**config.mk**
```make
export PLATFORM = sky130hd
export DESIGN_NAME = id_ex_pipe_reg
export DESIGN_NICKNAME = d
export VERILOG_FILES = /design/src/rtl/rv32i_pkg.sv /design/src/rtl/pipe_field_reg.sv /design/src/rtl/id_ex_pipe_reg.sv
export SDC_FILE = /design/constraint.sdc
export NUM_CORES = 1
export LEC_CHECK = 0
export BUFFER_PORTS_ARGS = -buffer_cell sky130_fd_sc_hd__buf_2
export CORE_MARGIN = 8
export CORE_UTILIZATION = 32
export DETAILED_ROUTE_END_ITERATION = 7
export PLACE_DENSITY = 0.65
export SYNTH_ARGS = -nofsm -noshare
export SYNTH_HDL_FRONTEND = slang
export SYNTH_SLANG_ARGS = --single-unit
```
**constraint.sdc**
```tcl
create_clock -name clk -period 8.64 [get_ports clk]
set_input_delay 2.16 -clock clk [delete_from_list [all_inputs] [get_ports clk]]
set_output_delay 2.16 -clock clk [all_outputs]
set_load 0.02 [all_outputs]
```
**src/rtl/rv32i_pkg.sv**
```systemverilog
// Shared RV32I constants: datapath widths, opcode encodings and the
// pipeline-bubble field values that the pipeline registers clear to.
package rv32i_pkg;

  localparam int unsigned XLEN   = 32;
  localparam int unsigned REG_AW = 5;
  localparam int unsigned OPC_W  = 7;
  localparam int unsigned F3_W   = 3;
  localparam int unsigned F7_W   = 7;
  localparam int unsigned CNT_W  = 32;

  // Base opcode map
  localparam logic [OPC_W-1:0] OP_IMM = 7'b0010011;
  localparam logic [OPC_W-1:0] OP     = 7'b0110011;
  localparam logic [OPC_W-1:0] LOAD   = 7'b0000011;
  localparam logic [OPC_W-1:0] STORE  = 7'b0100011;
  localparam logic [OPC_W-1:0] BRANCH = 7'b1100011;
  localparam logic [OPC_W-1:0] JAL    = 7'b1101111;
  localparam logic [OPC_W-1:0] JALR   = 7'b1100111;
  localparam logic [OPC_W-1:0] LUI    = 7'b0110111;
  localparam logic [OPC_W-1:0] AUIPC  = 7'b0010111;

  // Canonical NOP (addi x0, x0, 0) for reference by fetch/decode
  localparam logic [31:0] NOP_INSN = 32'h0000_0013;

  // Bubble: invalid slot with all payload fields zero, so rd = x0
  localparam logic              BUBBLE_VALID  = 1'b0;
  localparam logic [OPC_W-1:0]  BUBBLE_OPCODE = 7'b0;
  localparam logic [F3_W-1:0]   BUBBLE_FUNC3  = 3'b0;
  localparam logic [F7_W-1:0]   BUBBLE_FUNC7  = 7'b0;
  localparam logic [REG_AW-1:0] BUBBLE_REG    = 5'd0;

endpackage

```
**src/rtl/pipe_field_reg.sv**
```systemverilog
// Single pipeline-register field.
//   clk, rst_ : clock and asynchronous active-high reset (loads RST_VAL)
//   en        : capture d on the rising edge (hold when low)
//   clr       : synchronous clear to CLR_VAL; takes priority over en
//   d / q     : field input / registered field output
module pipe_field_reg #(
  parameter int unsigned  W       = 1,
  parameter logic [W-1:0] RST_VAL = '0,
  parameter logic [W-1:0] CLR_VAL = '0
) (
  input  logic         clk,
  input  logic         rst_,
  input  logic         en,
  input  logic         clr,
  input  logic [W-1:0] d,
  output logic [W-1:0] q
);

  logic [W-1:0] field_d;
  logic [W-1:0] field_q;

  // Next value: clear > load > hold
  always_comb begin
    field_d = field_q;
    if (clr) begin
      field_d = CLR_VAL;
    end else if (en) begin
      field_d = d;
    end
  end

  always_ff @(posedge clk or posedge rst_) begin
    if (rst_) begin
      field_q <= RST_VAL;
    end else begin
      field_q <= field_d;
    end
  end

  assign q = field_q;

endmodule

```
**src/rtl/id_ex_pipe_reg.sv**
```systemverilog
// ID/EX pipeline register of the 5-stage RV32I core.
// Captures decoded fields each rising edge; stall holds, flush inserts a
// bubble (flush wins over stall). All outputs come straight from flops.
//   clk, rst_           : clock, asynchronous active-high reset
//   stall, flush        : hazard/branch unit controls
//   id_*, imm, opcode,
//   rd/rs1/rs2_addr,
//   func3, func7        : decode-stage fields
//   ex_*                : registered fields to the execute stage
// Optional build macro ID_EX_PERF_CNT_EN adds stall_cnt / flush_cnt,
// counting edges on which stall / flush was sampled high.
module id_ex_pipe_reg #(
  parameter int unsigned XLEN     = 32,
  parameter int unsigned REG_AW   = 5,
  parameter logic [XLEN-1:0] RESET_PC = 32'h0000_0000
) (
  input  logic              clk,
  input  logic              rst_,
  input  logic              stall,
  input  logic              flush,
  input  logic              id_valid,
  input  logic [XLEN-1:0]   id_pc,
  input  logic [XLEN-1:0]   imm,
  input  logic [6:0]        opcode,
  input  logic [REG_AW-1:0] rd_addr,
  input  logic [REG_AW-1:0] rs1_addr,
  input  logic [REG_AW-1:0] rs2_addr,
  input  logic [2:0]        func3,
  input  logic [6:0]        func7,
  output logic              ex_valid,
  output logic [XLEN-1:0]   ex_pc,
  output logic [XLEN-1:0]   ex_imm,
  output logic [6:0]        ex_opcode,
  output logic [2:0]        ex_func3,
  output logic [6:0]        ex_func7,
  output logic [REG_AW-1:0] ex_rs1_addr,
  output logic [REG_AW-1:0] ex_rs2_addr,
  output logic [REG_AW-1:0] ex_rd_addr
`ifdef ID_EX_PERF_CNT_EN
  ,
  output logic [31:0]       stall_cnt,
  output logic [31:0]       flush_cnt
`endif
);

  import rv32i_pkg::*;

  logic load_en;

  assign load_en = ~stall;

  // Each field: reset and flush both produce the bubble value
  pipe_field_reg #(.W(1), .RST_VAL(BUBBLE_VALID), .CLR_VAL(BUBBLE_VALID)) u_valid (
    .clk(clk), .rst_(rst_), .en(load_en), .clr(flush), .d(id_valid), .q(ex_valid)
  );

  pipe_field_reg #(.W(XLEN), .RST_VAL(RESET_PC), .CLR_VAL(RESET_PC)) u_pc (
    .clk(clk), .rst_(rst_), .en(load_en), .clr(flush), .d(id_pc), .q(ex_pc)
  );

  pipe_field_reg #(.W(XLEN), .RST_VAL('0), .CLR_VAL('0)) u_imm (
    .clk(clk), .rst_(rst_), .en(load_en), .clr(flush), .d(imm), .q(ex_imm)
  );

  pipe_field_reg #(.W(OPC_W), .RST_VAL(BUBBLE_OPCODE), .CLR_VAL(BUBBLE_OPCODE)) u_opcode (
    .clk(clk), .rst_(rst_), .en(load_en), .clr(flush), .d(opcode), .q(ex_opcode)
  );

  pipe_field_reg #(.W(F3_W), .RST_VAL(BUBBLE_FUNC3), .CLR_VAL(BUBBLE_FUNC3)) u_func3 (
    .clk(clk), .rst_(rst_), .en(load_en), .clr(flush), .d(func3), .q(ex_func3)
  );

  pipe_field_reg #(.W(F7_W), .RST_VAL(BUBBLE_FUNC7), .CLR_VAL(BUBBLE_FUNC7)) u_func7 (
    .clk(clk), .rst_(rst_), .en(load_en), .clr(flush), .d(func7), .q(ex_func7)
  );

  pipe_field_reg #(.W(REG_AW), .RST_VAL('0), .CLR_VAL('0)) u_rs1 (
    .clk(clk), .rst_(rst_), .en(load_en), .clr(flush), .d(rs1_addr), .q(ex_rs1_addr)
  );

  pipe_field_reg #(.W(REG_AW), .RST_VAL('0), .CLR_VAL('0)) u_rs2 (
    .clk(clk), .rst_(rst_), .en(load_en), .clr(flush), .d(rs2_addr), .q(ex_rs2_addr)
  );

  pipe_field_reg #(.W(REG_AW), .RST_VAL('0), .CLR_VAL('0)) u_rd (
    .clk(clk), .rst_(rst_), .en(load_en), .clr(flush), .d(rd_addr), .q(ex_rd_addr)
  );

`ifdef ID_EX_PERF_CNT_EN
  logic [CNT_W-1:0] stall_cnt_d;
  logic [CNT_W-1:0] stall_cnt_q;
  logic [CNT_W-1:0] flush_cnt_d;
  logic [CNT_W-1:0] flush_cnt_q;

  // Free-running event counters; natural wrap at all-ones
  always_comb begin
    stall_cnt_d = stall_cnt_q;
    flush_cnt_d = flush_cnt_q;
    if (stall) begin
      stall_cnt_d = stall_cnt_q + CNT_W'(1);
    end
    if (flush) begin
      flush_cnt_d = flush_cnt_q + CNT_W'(1);
    end
  end

  always_ff @(posedge clk or posedge rst_) begin
    if (rst_) begin
      stall_cnt_q <= '0;
      flush_cnt_q <= '0;
    end else begin
      stall_cnt_q <= stall_cnt_d;
      flush_cnt_q <= flush_cnt_d;
    end
  end

  assign stall_cnt = stall_cnt_q;
  assign flush_cnt = flush_cnt_q;
`endif

endmodule

```
==> metrics.md, run 1 <==
| Metric | Value |
|---|---|
| Unique cell type count in the Yosys netlist | `8` |
| Gate Count Post-Synth | `314` |
| Horiz. Die Dim | `127 µm` |
| Drt total wl | `between 10000 and 15000 µm` |
| Slowest cell on crit path | `buf_4` |
| Sequential share of the synthesized area | `0.618` |
| F_max | `roughly 0.26 GHz` |
| Top Family by Delay on Critical Path | `buffers and inverters` |
| Logic pwr share | `0.147` |
| Final worst path period share | `0.438` |
| Simple-gate share of the synthesized area | `0.0928` |
| Vias in the first global route | `between 3000 and 4000` |
| CTS Sinks | `97` |
| Synthesis-to-finish area growth | `34.3%` |
| Sw Ratio | `0.258` |
| Routability cong. | `approximately 0.72` |
| CTS Buf Count | `9` |
| RR Startpoint | `u_rs2.q[1]$_DFFE_PP0P_` |
| Average instance area after synthesis | `between 10 and 15 µm²` |
| Nets | `~600` |
| H-tree depth | `3` |
| Die area | `between 15000 and 20000 µm²` |
| Primary FF master, synth | `dfrtp_1` |
| Synth area leader | `dfrtp_1` |
| Post-Synthesis Cell Area | `3930 µm²` |
| DPL Wire Length | `~7700 µm` |
| Crit. Startpoint | `stall` |
| Crit. End Element | `register` |
| Initial core utilization | `0.327` |
| Max-slew violations | `0` |
| P_leak | `between 3 and 4 nW` |
| Commonest cells in the netlist | `dfrtp_1, mux2i_1, nor2_1, clkbuf_1, buf_4` |
| Post-synthesis mux area share | `0.247` |
| Total global-route track usage | `0.132` |
| Crit path DAT | `roughly 4.0 ns` |
| CP max stage delay | `around 0.8 ns` |
| Ports | `approximately 200` |
| Data required time at the worst endpoint | `between 8 and 9 ns` |
| Slew of the pin with the lowest slew margin | `between 0.9 and 1 ns` |
| CP dominant cell by count | `buf_4` |
| Drt initial violations | `159` |
| DRC | `0` |
| Clk Latency, worst-skew pair | `0.34 ns` |
| Combinational family with the most area after synthesis | `multiplexers` |
| Crit path max fanout | `about 50` |
| Routed Antenna Nets | `0` |
| Row count | `40` |
| Worst Reg-to-Reg Cells | `2` |
| Final TNS setup | `0 ns` |
| Post-Synth XOR/XNOR Area | `0` |
| Initial antenna violation count | `1` |
| HP Start | `u_imm.q[31]$_DFFE_PP0P_` |
| Worst min path class | `reg2reg` |
| Buffers on Ports | `between 150 and 200` |
| Critical path buffer and inverter count | `2` |
| Adder-cell share of the synthesized area | `0` |
| Hold Buf Count CTS | `0` |
| Largest net degree at the start of global routing | `~100` |
| Top post-synthesis cells by area | `dfrtp_1, mux2i_1, nor2_1` |
| Synth Register Bits | `97` |
| Core area | `approximately 12000 µm²` |
| Max-cap violation count | `0` |
| Total vias in the final route | `just under 3000` |
| Total gr overflow | `0` |
| Cts repair resizes | `0` |
| RSZ-0062 raised after global routing | `no` |
| Post-CTS setup buffer count | `0` |
| Slew HR | `0.337` |
| Worst-path cell chain | `buf_4 > buf_4 > mux2i_1 > nor2_1` |
| Power Dens Cells | `200 nW/µm²` |
| Crit Path Category | `in2reg` |
| Global-route wire length before repair | `17000 µm` |
| Synth Net Count | `415` |
| Final setup viols | `0` |
| P_sw | `0.000272 W` |
| Vias per cell | `roughly 4.5` |
| CTS Buffer Depth | `2` |
| Post-synthesis compound-gate area fraction | `0` |
| Seq pwr share | `0.468` |
| Clock power frac | `0.386` |
| Status | `finished, final reports clean` |
| Root buf cell | `clkbuf_16` |
| First-pass detailed-route iteration total | `4` |
| Hold-critical path depth | `2` |
| CP Launch Type | `primary input` |
| CP Depth | `4` |
| Tmin final | `between 3 and 4 ns` |
| Per-cell routed wire length | `roughly 16 µm` |
| Yosys top cell area share | `0.618` |
| Clock transition at path regs | `0.06 ns` |
| Internal power | `about 0.0008 W` |
| Die H | `around 130 µm` |
| CTS tree | `done` |
| Share of synthesized registers carrying an async set or reset | `1.00` |
| EDFF count, synth | `0` |
| Layout cells sized above 1 | `0.426` |
| Diodes inserted | `0` |
| Hold Vio Cnt, Final | `0` |
| Pwr Total | `~0.0011 W` |
| Warnings, synthesis | `0` |
| Max IR drop VDD | `0.104 mV` |
| Clk_skew | `0 ns` |
[stage by stage]
stage,std cells,instance area (µm²),hold WS [ns],worst slack [ns],util
3_3_place_gp,638,4960,0.498,4.55,0.413
2_1_floorplan,314,3930,0.636,3.95,-
4_1_cts,654,5270,0.522,4.87,0.439
6_report,654,5270,0.514,4.86,0.439
5_1_grt,654,5270,0.545,4.73,0.439
3_5_place_dp,638,4960,0.506,4.49,0.413
[power by group through the flow]
stage                     clock network, W  logic [W]  registers [W]
final                             0.000407   0.000155       0.000493
after global routing              0.000438   0.000168       0.000496
after CTS                         0.000419   0.000158       0.000494
after detailed placement                 0   0.000158       0.000502
after global placement                   0   0.000155       0.000501
after floorplan                          0  0.0000644       0.000533
[area by class of cell]
class / instances / area, µm²
clock buffers: 15 / 308
flip-flops and latches: 97 / 2430
well taps: 147 / 184
inverters: 1 / 6.26
repair buffers: 199 / 1010
fillers: 1179 / 6740
multi-input cells: 194 / 1340
clock inverters: 1 / 5.00
[flip-flops by register name, indices dropped and copies added (netlist names)]
signal      cells
u_rs1.q         5
u_rs2.q         5
u_func3.q       3
u_func7.q       7
u_imm.q        32
u_pc.q         32
u_rd.q          5
u_valid.q       1
u_opcode.q      7
[layout by cell type, fill, tap and decap left out, drive strengths merged]
master,instances
nor2,97
inv,1
dfrtp,97
clkinv,1
buf,199
clkbuf,15
mux2i,97
[worst paths after layout]
path	to	slack [ns]
max in group asynchronous	u_imm.q[1]$_DFFE_PP0P_	5.66
min reg2reg	u_imm.q[31]$_DFFE_PP0P_	0.51
max	u_pc.q[20]$_DFFE_PP0P_	4.86
min in group asynchronous	u_pc.q[10]$_DFFE_PP0P_	1.90
max reg2reg	u_rs2.q[1]$_DFFE_PP0P_	7.88
min	u_imm.q[31]$_DFFE_PP0P_	0.51
[routing by layer]
layer | GRT usage | vias up | wire length [µm]
met5 | 0 | - | 8
met4 | 0.0532 | 2 | 190
met3 | 0.0511 | 15 | 891
met2 | 0.213 | 127 | 5120
met1 | 0.155 | 1400 | 4500
li1 | - | 1407 | -
[worst reg2reg max path, delay by kind of cell (launching register included)]
kind             cells  cell delay (ns)
flip-flops           1             0.40
multiplexers         1             0.16
AND/OR/NAND/NOR      1             0.06
[logic make-up (layout without fill, tap and decap cells)]
group                  after synthesis  in the layout
flip-flops                          97             97
multiplexers                        97             97
buffers and inverters               23            216
AND/OR/NAND/NOR                     97             97
No activity file was read; power rests on OpenSTA's default activity.
==> inputs of run 2 (changes only) <==
--- a/config.mk
+++ b/config.mk
@@ -9,7 +9,7 @@
 export CORE_MARGIN = 8
 export CORE_UTILIZATION = 32
 export DETAILED_ROUTE_END_ITERATION = 7
-export PLACE_DENSITY = 0.65
+export PLACE_DENSITY = 0.67
 export SYNTH_ARGS = -nofsm -noshare
 export SYNTH_HDL_FRONTEND = slang
 export SYNTH_SLANG_ARGS = --single-unit
==> constraint.sdc (replaced) <==
create_clock -name clk -period 3.4 [get_ports clk]
set_input_delay 0.85 -clock clk [delete_from_list [all_inputs] [get_ports clk]]
set_output_delay 0.85 -clock clk [all_outputs]
set_load 0.02 [all_outputs]
==> metrics.md, run 2 (same netlist as run 1, synthesis figures left out) <==
| Metric | Value |
|---|---|
| Power Dens Cells | `~500 nW/µm²` |
| CP Capture Point | `u_rs1.q[2]$_DFFE_PP0P_` |
| Seq pwr share | `0.474` |
| Die area | `~16000 µm²` |
| Per-cell routed wire length | `15.6 µm` |
| Worst Reg-to-Reg Cells | `2` |
| CTS tree | `done` |
| Cts repair resizes | `0` |
| Nets | `about 600` |
| Crit path max fanout | `50` |
| Internal power | `0.00197 W` |
| H-tree depth | `3` |
| Logic pwr share | `0.150` |
| Clk Latency, worst-skew pair | `between 0.3 and 0.4 ns` |
| Clock transition at path regs | `~0.06 ns` |
| Worst min path class | `reg2reg` |
| CTS Sinks | `between 90 and 100` |
| Crit. Startpoint | `flush` |
| Max IR drop VDD | `roughly 0.19 mV` |
| Core area | `approximately 12000 µm²` |
| Ports | `about 200` |
| Layout cells sized above 1 | `0.424` |
| Row count | `40` |
| Crit path DAT | `just under 2 ns` |
| Drt initial violations | `about 130` |
| Most frequent cells in the layout | `buf_2, mux2i_1, nor2_1, dfrtp_1, clkbuf_16` |
| Status | `finished, final reports clean` |
| CP Launch Type | `primary input` |
| Most common cell after layout, fill and taps aside | `buf_2` |
| R2r endpoint | `u_pc.q[2]$_DFFE_PP0P_` |
| CTS Buf Count | `9` |
| Largest net degree at the start of global routing | `53` |
| Synthesis-to-finish area growth | `35.2%` |
| Global-route wire length before repair | `about 16000 µm` |
| Tmin final | `between 1.5 and 2 ns` |
| Horiz. Die Dim | `approximately 130 µm` |
| Diodes inserted | `0` |
| P_leak | `around 3.1 nW` |
| DPL Wire Length | `about 7700 µm` |
| Data required time at the worst endpoint | `around 3.6 ns` |
| P_sw | `between 0.0006 and 0.0007 W` |
| Slew of the pin with the lowest slew margin | `around 0.92 ns` |
| Final TNS setup | `0 ns` |
| Total gr overflow | `0` |
| Total vias in the final route | `between 2000 and 3000` |
| Initial core utilization | `0.327` |
| Initial antenna violation count | `0` |
| Final worst path period share | `0.517` |
| Die H | `127 µm` |
| Sw Ratio | `0.256` |
| R2R setup slack | `around 2.6 ns` |
| Drt total wl | `around 10000 µm` |
| RSZ-0062 raised after global routing | `no` |
| CTS Buffer Depth | `2` |
| Final setup viols | `0` |
| Routed Antenna Nets | `0` |
| Total global-route track usage | `0.126` |
| Post-CTS setup buffer count | `0` |
| Routability cong. | `roughly 0.75` |
| Dpl cells | `around 640` |
| Hold Buf Count CTS | `0` |
| Buffers on Ports | `about 200` |
| Max-cap violation count | `0` |
| Slew HR | `0.385` |
| RR Startpoint | `u_pc.q[2]$_DFFE_PP0P_` |
| Vias per cell | `around 4.5` |
| Crit. End Element | `register` |
| Clk_skew | `0 ns` |
| Max-slew violations | `0` |
| Clock power frac | `0.376` |
| First-pass detailed-route iteration total | `4` |
| Vias in the first global route | `between 3000 and 4000` |
| F_max | `0.569 GHz` |
| Crit Path Category | `in2reg` |
| Root buf cell | `clkbuf_16` |
| Hold Vio Cnt, Final | `0` |
| DRC | `0` |
| Final Instance Count excl. Fillers | `about 660` |
| Hold-critical path depth | `2` |
run 2: how the worst min path moves through the flow:
stage                                  start                        to  slack [ns]
floorplan           u_func3.q[0]$_DFFE_PP0P_  u_func3.q[0]$_DFFE_PP0P_        0.64
global placement    u_func7.q[5]$_DFFE_PP0P_  u_func7.q[5]$_DFFE_PP0P_        0.50
detailed placement    u_imm.q[0]$_DFFE_PP0P_    u_imm.q[0]$_DFFE_PP0P_        0.51
CTS                   u_imm.q[0]$_DFFE_PP0P_    u_imm.q[0]$_DFFE_PP0P_        0.52
finish               u_imm.q[17]$_DFFE_PP0P_   u_imm.q[17]$_DFFE_PP0P_        0.51
global route          u_imm.q[0]$_DFFE_PP0P_    u_imm.q[0]$_DFFE_PP0P_        0.54
run 2: layout make-up:
class                   count  area, µm²
clock buffers              13        250
clock inverters             3       40.0
fillers                  1156       6710
inverters                   1       6.26
multi-input cells         194       1340
flip-flops and latches     97       2430
well taps                 147        184
repair buffers            202       1060
run 2: per-layer routing:
layer,vias to the layer above,part of all wire,track usage
met3,15,0.11,0.0570
met4,0,0.017,0.0567
li1,1411,-,-
met1,1409,0.39,0.136
met2,127,0.48,0.210
met5,-,0,0
run 2: worst max-delay path, stage by stage:
cell and delay, ns:
buf_2 0.69, buf_12 0.32, nor2_1 0.09
run 2: metrics by stage:
step / total power (W) / util / hold WS, ns / worst slack [ns] / instance area [µm²]
6_report: 0.00265 / 0.442 / 0.513 / 1.64 / 5310
5_1_grt: 0.00277 / 0.442 / 0.537 / 1.55 / 5310
4_1_cts: 0.00270 / 0.442 / 0.523 / 1.62 / 5310
3_5_place_dp: 0.00168 / 0.418 / 0.509 / 1.26 / 5020
3_3_place_gp: 0.00167 / 0.418 / 0.498 / 1.33 / 5020
2_1_floorplan: 0.00152 / - / 0.636 / 0.0163 / 3930
run 2: power by group through the flow:
stage / Sequential (W) / Clock, W / Combinational [W]
floorplan: 0.00135 / 0 / 0.000164
finish: 0.00125 / 0.000994 / 0.000397
global route: 0.00126 / 0.00108 / 0.000433
detailed placement: 0.00127 / 0 / 0.000407
global placement: 0.00127 / 0 / 0.000398
CTS: 0.00125 / 0.00104 / 0.000407
